### src/rtl/bb_mem_arbiter.sv
// rtl/bb_mem_arbiter.sv - two-requester round-robin arbiter for one single-port memory
//
// Shares one single-port program memory between the bb_core instruction/data
// bus (port 0) and an external loader/debug requester (port 1). Accesses are
// serialised by a four-state FSM. The memory strobes are registered. Reads
// count a fixed latency and then return data with a one-cycle valid pulse to
// the port that owns the access.
//
// Parameters
//   DATA_WIDTH  address and data width (matches DATA_WIDTH in define.v)
//   RD_LAT      memory read latency in cycles, legal range 1..4
//
// Ports
//   clk, rst_n              clock, asynchronous active-low reset
//   i_req0/1                access request, held until the matching grant
//   i_we0/1                 1 = write, 0 = read
//   i_addr0/1, i_wdata0/1   access address and write data
//   i_lock1                 port 1 bus-lock request
//   o_gnt0/1                one-cycle grant pulse, aligned with o_mem_cs
//   o_rvalid0/1             one-cycle read-data-valid pulse
//   o_rdata                 registered read data, qualified by o_rvalidN
//   o_mem_cs, o_mem_we      memory chip select and write enable
//   o_mem_addr, o_mem_wdata memory address and write data (qualified by o_mem_cs)
//   i_mem_rdata             memory read data, valid RD_LAT cycles after o_mem_cs
//
// Build option
//   BB_ARB_LOCK_EN  when defined, port 1 can hold the bus with i_lock1;
//                   when undefined, i_lock1 is ignored and pure round-robin applies.

module bb_mem_arbiter #(
    parameter int DATA_WIDTH = 16,
    parameter int RD_LAT     = 2
) (
    input  logic                  clk,
    input  logic                  rst_n,
    input  logic                  i_req0,
    input  logic                  i_we0,
    input  logic [DATA_WIDTH-1:0] i_addr0,
    input  logic [DATA_WIDTH-1:0] i_wdata0,
    input  logic                  i_req1,
    input  logic                  i_we1,
    input  logic [DATA_WIDTH-1:0] i_addr1,
    input  logic [DATA_WIDTH-1:0] i_wdata1,
    input  logic                  i_lock1,
    output logic                  o_gnt0,
    output logic                  o_gnt1,
    output logic                  o_rvalid0,
    output logic                  o_rvalid1,
    output logic [DATA_WIDTH-1:0] o_rdata,
    output logic                  o_mem_cs,
    output logic                  o_mem_we,
    output logic [DATA_WIDTH-1:0] o_mem_addr,
    output logic [DATA_WIDTH-1:0] o_mem_wdata,
    input  logic [DATA_WIDTH-1:0] i_mem_rdata
);

    typedef enum logic [1:0] {
        S_IDLE  = 2'd0,
        S_ISSUE = 2'd1,
        S_WAIT  = 2'd2,
        S_RESP  = 2'd3
    } state_t;

    // Counter is loaded with RD_LAT-1, so two bits cover the 1..4 range.
    localparam logic [1:0] LAT_LOAD = 2'(RD_LAT - 1);

    state_t     state;
    logic       owner;      // 0 = port 0, 1 = port 1 owns the current access
    logic       last_gnt;   // port granted most recently
    logic [1:0] lat_cnt;

    logic       sel_valid;
    logic       sel_port;

`ifdef BB_ARB_LOCK_EN
    // Set by a port-1 access; while set, i_lock1 in IDLE keeps port 1 as the
    // only candidate. Cleared by a port-0 access or by i_lock1 low in IDLE.
    logic lock_arm;
    logic lock_active;

    assign lock_active = lock_arm & i_lock1;
`else
    logic unused_lock;

    assign unused_lock = i_lock1;
`endif

    // Round-robin selection: on a tie the port not granted last wins.
    // last_gnt resets to 1 so port 0 wins the first tie.
    always_comb begin
        sel_valid = i_req0 | i_req1;
        if (i_req0 && i_req1) begin
            sel_port = ~last_gnt;
        end else begin
            sel_port = i_req1;
        end
`ifdef BB_ARB_LOCK_EN
        // A locked bus idles rather than serving port 0.
        if (lock_active) begin
            sel_valid = i_req1;
            sel_port  = 1'b1;
        end
`endif
    end

    always_ff @(posedge clk or negedge rst_n) begin
        if (!rst_n) begin
            state       <= S_IDLE;
            owner       <= 1'b0;
            last_gnt    <= 1'b1;
            lat_cnt     <= 2'd0;
            o_gnt0      <= 1'b0;
            o_gnt1      <= 1'b0;
            o_rvalid0   <= 1'b0;
            o_rvalid1   <= 1'b0;
            o_rdata     <= '0;
            o_mem_cs    <= 1'b0;
            o_mem_we    <= 1'b0;
            o_mem_addr  <= '0;
            o_mem_wdata <= '0;
`ifdef BB_ARB_LOCK_EN
            lock_arm    <= 1'b0;
`endif
        end else begin
            // Pulsed outputs default low; the memory address/data/we hold.
            o_gnt0    <= 1'b0;
            o_gnt1    <= 1'b0;
            o_rvalid0 <= 1'b0;
            o_rvalid1 <= 1'b0;
            o_mem_cs  <= 1'b0;

            case (state)
                S_IDLE: begin
`ifdef BB_ARB_LOCK_EN
                    if (!i_lock1) begin
                        lock_arm <= 1'b0;
                    end
`endif
                    if (sel_valid) begin
                        owner       <= sel_port;
                        o_mem_cs    <= 1'b1;
                        o_mem_we    <= sel_port ? i_we1    : i_we0;
                        o_mem_addr  <= sel_port ? i_addr1  : i_addr0;
                        o_mem_wdata <= sel_port ? i_wdata1 : i_wdata0;
                        o_gnt0      <= ~sel_port;
                        o_gnt1      <= sel_port;
                        state       <= S_ISSUE;
                    end
                end

                S_ISSUE: begin
                    last_gnt <= owner;
`ifdef BB_ARB_LOCK_EN
                    lock_arm <= owner;
`endif
                    if (o_mem_we) begin
                        state <= S_IDLE;
                    end else begin
                        // With RD_LAT = 1 the count is already 0 and WAIT
                        // captures on its first cycle.
                        lat_cnt <= LAT_LOAD;
                        state   <= S_WAIT;
                    end
                end

                S_WAIT: begin
                    if (lat_cnt == 2'd0) begin
                        o_rdata   <= i_mem_rdata;
                        o_rvalid0 <= ~owner;
                        o_rvalid1 <= owner;
                        state     <= S_RESP;
                    end else begin
                        lat_cnt <= lat_cnt - 2'd1;
                    end
                end

                S_RESP: begin
                    state <= S_IDLE;
                end

                default: begin
                    state <= S_IDLE;
                end
            endcase
        end
    end

endmodule
### config.mk
export PLATFORM = sky130hd
export DESIGN_NAME = bb_mem_arbiter
export DESIGN_NICKNAME = d
export VERILOG_FILES = /design/src/rtl/bb_mem_arbiter.sv
export SDC_FILE = /design/constraint.sdc
export NUM_CORES = 1
export LEC_CHECK = 0
export BUFFER_PORTS_ARGS = -buffer_cell sky130_fd_sc_hd__buf_2
export CAP_MARGIN = 5
export CORE_UTILIZATION = 50
export CTS_CLUSTER_SIZE = 24
export DETAILED_ROUTE_END_ITERATION = 8
export HOLD_SLACK_MARGIN = 0.05
export PLACE_DENSITY = 0.92
export SYNTH_ARGS = -nofsm -noshare
export SYNTH_HDL_FRONTEND = slang
export SYNTH_SLANG_ARGS = --single-unit
### constraint.sdc
create_clock -name clk -period 3.2 [get_ports clk]
set_input_delay 0.96 -clock clk [delete_from_list [all_inputs] [get_ports clk]]
set_output_delay 0.96 -clock clk [all_outputs]
set_load 0.01 [all_outputs]
=== Yosys cells after proc, flatten, opt, wreduce, memory -nomap -nowiden ===
Cells that the tools add are included.

* Output and inout port bits: 54
* Input bits: 87
* Memories: 0
* Word-level logic and storage cells: 54
* Bits in writable memories: 0
* ROM bits: 0
* Bits in latches: 0
* Register bits: 60

* Order comparisons: 0
* Reductions and logical operators: 8
* Bitwise operators: 4
* Shifts and indexed selects: 0
* Multiply operators: 0
* Muxes and demuxes: 21
* Eq/ne operators: 7
* Add/sub/neg operators: 1
* Divide/modulo/power cells: 0

{| class="wikitable"
|+ Operators with widths
! kind !! count
|-
| 16-bit 2-to-1 mux || 2
|-
| 1-bit 2-to-1 mux || 12
|-
| 2-bit 2-to-1 mux || 5
|-
| 2-bit inequality test, second input constant || 4
|-
| 2-bit one-hot mux with 4 select lines || 1
|-
| 2-bit AND reduction || 3
|-
| 2-bit == test, second input constant || 2
|-
| 2-bit zero test || 2
|-
| 2-bit one-hot mux with 2 select lines || 1
|-
| 1-bit inverter || 3
|-
| 3-bit AND reduction || 1
|-
| 2-bit by 1-bit == test with 1-bit output, second input constant || 1
|-
| 2-bit nonzero test || 1
|-
| 2-bit by 1-bit subtractor with 2-bit output, second input constant || 1
|-
| 1-bit logical AND || 1
|-
| 1-bit OR || 1
|}

=== Depth between registers and ports, before layout ===
* Word-level depth: 5
* Gate-level depth with buffers: 5
* Depth with buffers taken out: 5

=== Least setup slack after synthesis ===
Ideal clock, no wire load.

* Path type: input port to flip-flop
* From: input i_req1
* To: register o_mem_addr[0]
* Path buffers: 2
* Arrival time: 1.965 ns
* Setup slack: 1.110 ns
* Cell stages on the path: 5
* Cell sequence: a21bo_1 > buf_6 > buf_6 > mux2_4 > mux2_4

* Longest elaborated chain between the ends: 3
* Elaborated cells on any way between the ends: 5
* Those cells by class: 2 x mux; 1 x bitwise; 2 x reduce/logical

{| class="wikitable"
|+ Ends and longest elaborated chain
! what !! RTL line !! RTL
|-
| from (decl) || 40 || <nowiki>input logic i_req1,</nowiki>
|-
| 1-bit logical AND || 92 || <nowiki>if (i_req0 && i_req1) begin</nowiki>
|-
| 1-bit 2-to-1 mux || 92 ||
|-
| 16-bit 2-to-1 mux || 143 || <nowiki>o_mem_addr <= sel_port ? i_addr1 : i_addr0;</nowiki>
|-
| to (signal assigned) || 143 ||
|-
| to (decl) || 52 || <nowiki>output logic [DATA_WIDTH-1:0] o_mem_addr,</nowiki>
|}

Parallel ways exist; a longest one is shown, timed or not.
A chain may end at the register's enable or synchronous reset.

=== Worst setup path in the final report ===
* From: input i_req1
* To: register o_mem_wdata[4]

* Longest elaborated chain between the ends: 3
* Elaborated cells on any way between the ends: 5
* Those cells by class: 2 x mux; 1 x bitwise; 2 x reduce/logical

{| class="wikitable"
|+ Ends and longest elaborated chain
! what !! RTL line !! RTL
|-
| 1-bit logical AND || 92 ||
|-
| 1-bit 2-to-1 mux || 92 ||
|-
| 16-bit 2-to-1 mux || 144 || <nowiki>o_mem_wdata <= sel_port ? i_wdata1 : i_wdata0;</nowiki>
|-
| to (signal assigned) || 144 ||
|-
| to (decl) || 53 || <nowiki>output logic [DATA_WIDTH-1:0] o_mem_wdata,</nowiki>
|}

Parallel ways exist; a longest one is shown, timed or not.

==> metrics.cfg <==
[setup_path]
crit_chain=buf_2 > a21bo_2 > buf_12 > mux2_2 > mux2_2
worstPathArrival_ns=2.37
worstPathMaxFanout=28
r2r-end=o_mem_wdata[4]$_DFFE_PN0P_
rrSetupSlack_ns=1.30
r2r_start=last_gnt$_DFFE_PN1N_
reg2regPathDepth=4
cp-start-kind=primary input
slowest_delay_ns=0.40
cp_slowest_cell=a21bo_2
crit_family=multiplexers
critPathRequiredTime_ns=3.41
crit_buf_inv=2
crit_type=primary input to register
critPathCaptureType=register
path_common_cell=mux2_2

[yosys]
syn_area_per_cell_um2=16.2
ys_types=24
yosysSeqAreaShare_pct=51.7
yosysWarnings=0
synthTopCellsByArea=dfrtp_1 51%, mux2_4 28%, mux2_2 10%
synthesis.nets=268
synth_area_mm2=0.00291
synth_top_cell_by_area=dfrtp_1
netlist_instances=180
yosysTopAreaCellShare_pct=50.8
synth.ff_latch_count=60

[power_and_ir_drop]
p_leak_nw=2.04
ir_drop_mv=0.816
powerDensity_mw_per_mm2=949

[grt]
grt_max_degree=35
antenna_found_initial=0
overflow=0
grt_util_all_layers_pct=22.0
grt_pass1_vias=2074
grt_pass1_wl_mm=10.0

[timing]
period_share_pct=67.5
rsz0062_at_grt=no
final_hold_viol_count=0
setup_tns_ns=0
finalClockSkew_ns=0.00757
period_needed_ns=2.16
slew_headroom_pct=54.2
drv_slew=0
worst_pin_slew_ns=0.688
clock.fmax_mhz=463
setup_viol=0
timing.final.ws_setup_ns=1.04

[drt]
wl_mm=6.32
drc=0
routedWlPerCell_um=15.8
vias=1995
ant_nets=0
drt-initial-drc-count=30
drt-pass1-iter-count=4
post_drt_via_cell_ratio=4.98

[cells_and_area]
drive_gt1_share_pct=74.5
syn_to_final_growth_pct=33.1
final_common_cell=buf_2
layout_common_cells=139 x buf_2, 59 x dfrtp_1, 55 x mux2_4
nets=412
fin_area_mm2=0.00387
nFillCells=393
num_antenna_cells=0

[placement]
dp_hpwl_mm=4.72
placed_cell_area_mm2=0.00366
post-place-ws_ns=0.682
io_buffers=139
place_congestion=0.719

[worst_hold_path]
hold_start=owner$_DFFE_PN0P_
holdPathStages=1
hold_path.class=register to register
hold_end=o_rvalid0$_DFF_PN0_

[clocking]
cts_made_buffers=9
cts_setup_buffers=0
cts_max_level=3
clk_pin_slew_worst_paths_ns=0.07
cts_root_buffer=clkbuf_8
cts_tree=yes
post_cts_resized=0
clock_path_buffers=2
worstSkewPairLatency_ns=0.32
ctsHoldBuffers=0
cts_sinks=60

[job]
drv_cap=0

[floorplan]
dieArea_mm2=0.00613
die_x_um=78.3
start_util_pct=52.5
ios=141
core_area_mm2=0.00554
fp-row-count=27
fp.dieH_um=78.3

[run_status]
outcome=completed

-- routing by layer --
layer	routed length (um)	vias to the layer above	global-route usage [%]
met5	0	-	0
met4	119	0	10.9
met3	337	10	4.53
met2	3470	83	40.5
met1	2390	978	23.7
li1	-	924	-
-- layout make-up --
class                           count  area [um^2]  area share (%)
Sequential cell                    60         1500            38.8
Tap cell                           72         90.1            2.33
Clock inverter                      7         91.3            2.36
Clock buffer                        9          124            3.20
Multi-Input combinational cell    106         1290            33.3
Timing Repair Buffer              142          756            19.5
Inverter                            5         18.8           0.485
-- worst max-delay path by stage --
stage,start,to,slack [ns],cells after the start
3_3_place_gp,i_req1,o_mem_wdata[1]$_DFFE_PN0P_,0.75,5
2_1_floorplan,i_req1,o_mem_addr[0]$_DFFE_PN0P_,1.11,5
6_report,i_req1,o_mem_wdata[4]$_DFFE_PN0P_,1.04,5
5_1_grt,i_req1,o_mem_wdata[2]$_DFFE_PN0P_,1.02,5
4_1_cts,i_req1,o_mem_wdata[2]$_DFFE_PN0P_,1.06,5
3_5_place_dp,i_req1,o_mem_wdata[2]$_DFFE_PN0P_,0.68,5
-- power breakdown --
part / switching (mW) / leakage (nW) / internal (mW)
Clock: 0.296 / 0.109 / 0.435
Sequential: 0.210 / 0.710 / 1.14
Combinational: 0.688 / 1.22 / 0.908
-- kinds of logic (layout without fill, tap and decap cells) --
kind of cell             Yosys count  in the layout  synth area share (%)
adder cells (fa/ha/maj)            1              1                 0.430
flip-flops                        60             60                  51.7
buffers and inverters             14            163                  4.00
AND/OR/NAND/NOR                   14             14                  2.97
multiplexers                      82             82                  38.8
AO/OA/AOI/OAI                      9              9                  2.11
-- synthesized netlist by cell type (all sizes together) --
master  count
nand3b      1
ha          1
nand2       1
nor3        2
dfrtp      59
o21bai      2
buf         9
inv         5
mux2       82
o31ai       1
a311oi      1
dfstp       1
nor2        5
nand3       1
nand2b      2
a21bo       1
o21ai       2
nor2b       1
and2        1
a21oi       2
-- worst reg2reg max path, stage by stage (launching register included) --
cell and delay, ns:
dfstp_2 0.53, a21bo_2 0.35, buf_12 0.27, mux2_2 0.38, mux2_2 0.26
-- flip-flops by register name, indices dropped and copies added (netlist names), 2 cells and up, named ones only --
register / flops
o_mem_addr: 16
o_mem_wdata: 16
o_rdata: 16
lat_cnt: 2
-- metrics by stage --
stage | hold WS (ns) | std cells | util [%] | power [mW]
after floorplan | 0.403 | 180 | - | 2.42
after global placement | 0.410 | 385 | 66.0 | 2.87
after detailed placement | 0.423 | 385 | 66.0 | 2.96
after CTS | 0.434 | 401 | 69.9 | 3.71
after global routing | 0.443 | 401 | 69.9 | 3.89
final | 0.440 | 401 | 69.9 | 3.68
No activity file was read; power rests on OpenSTA's default activity.
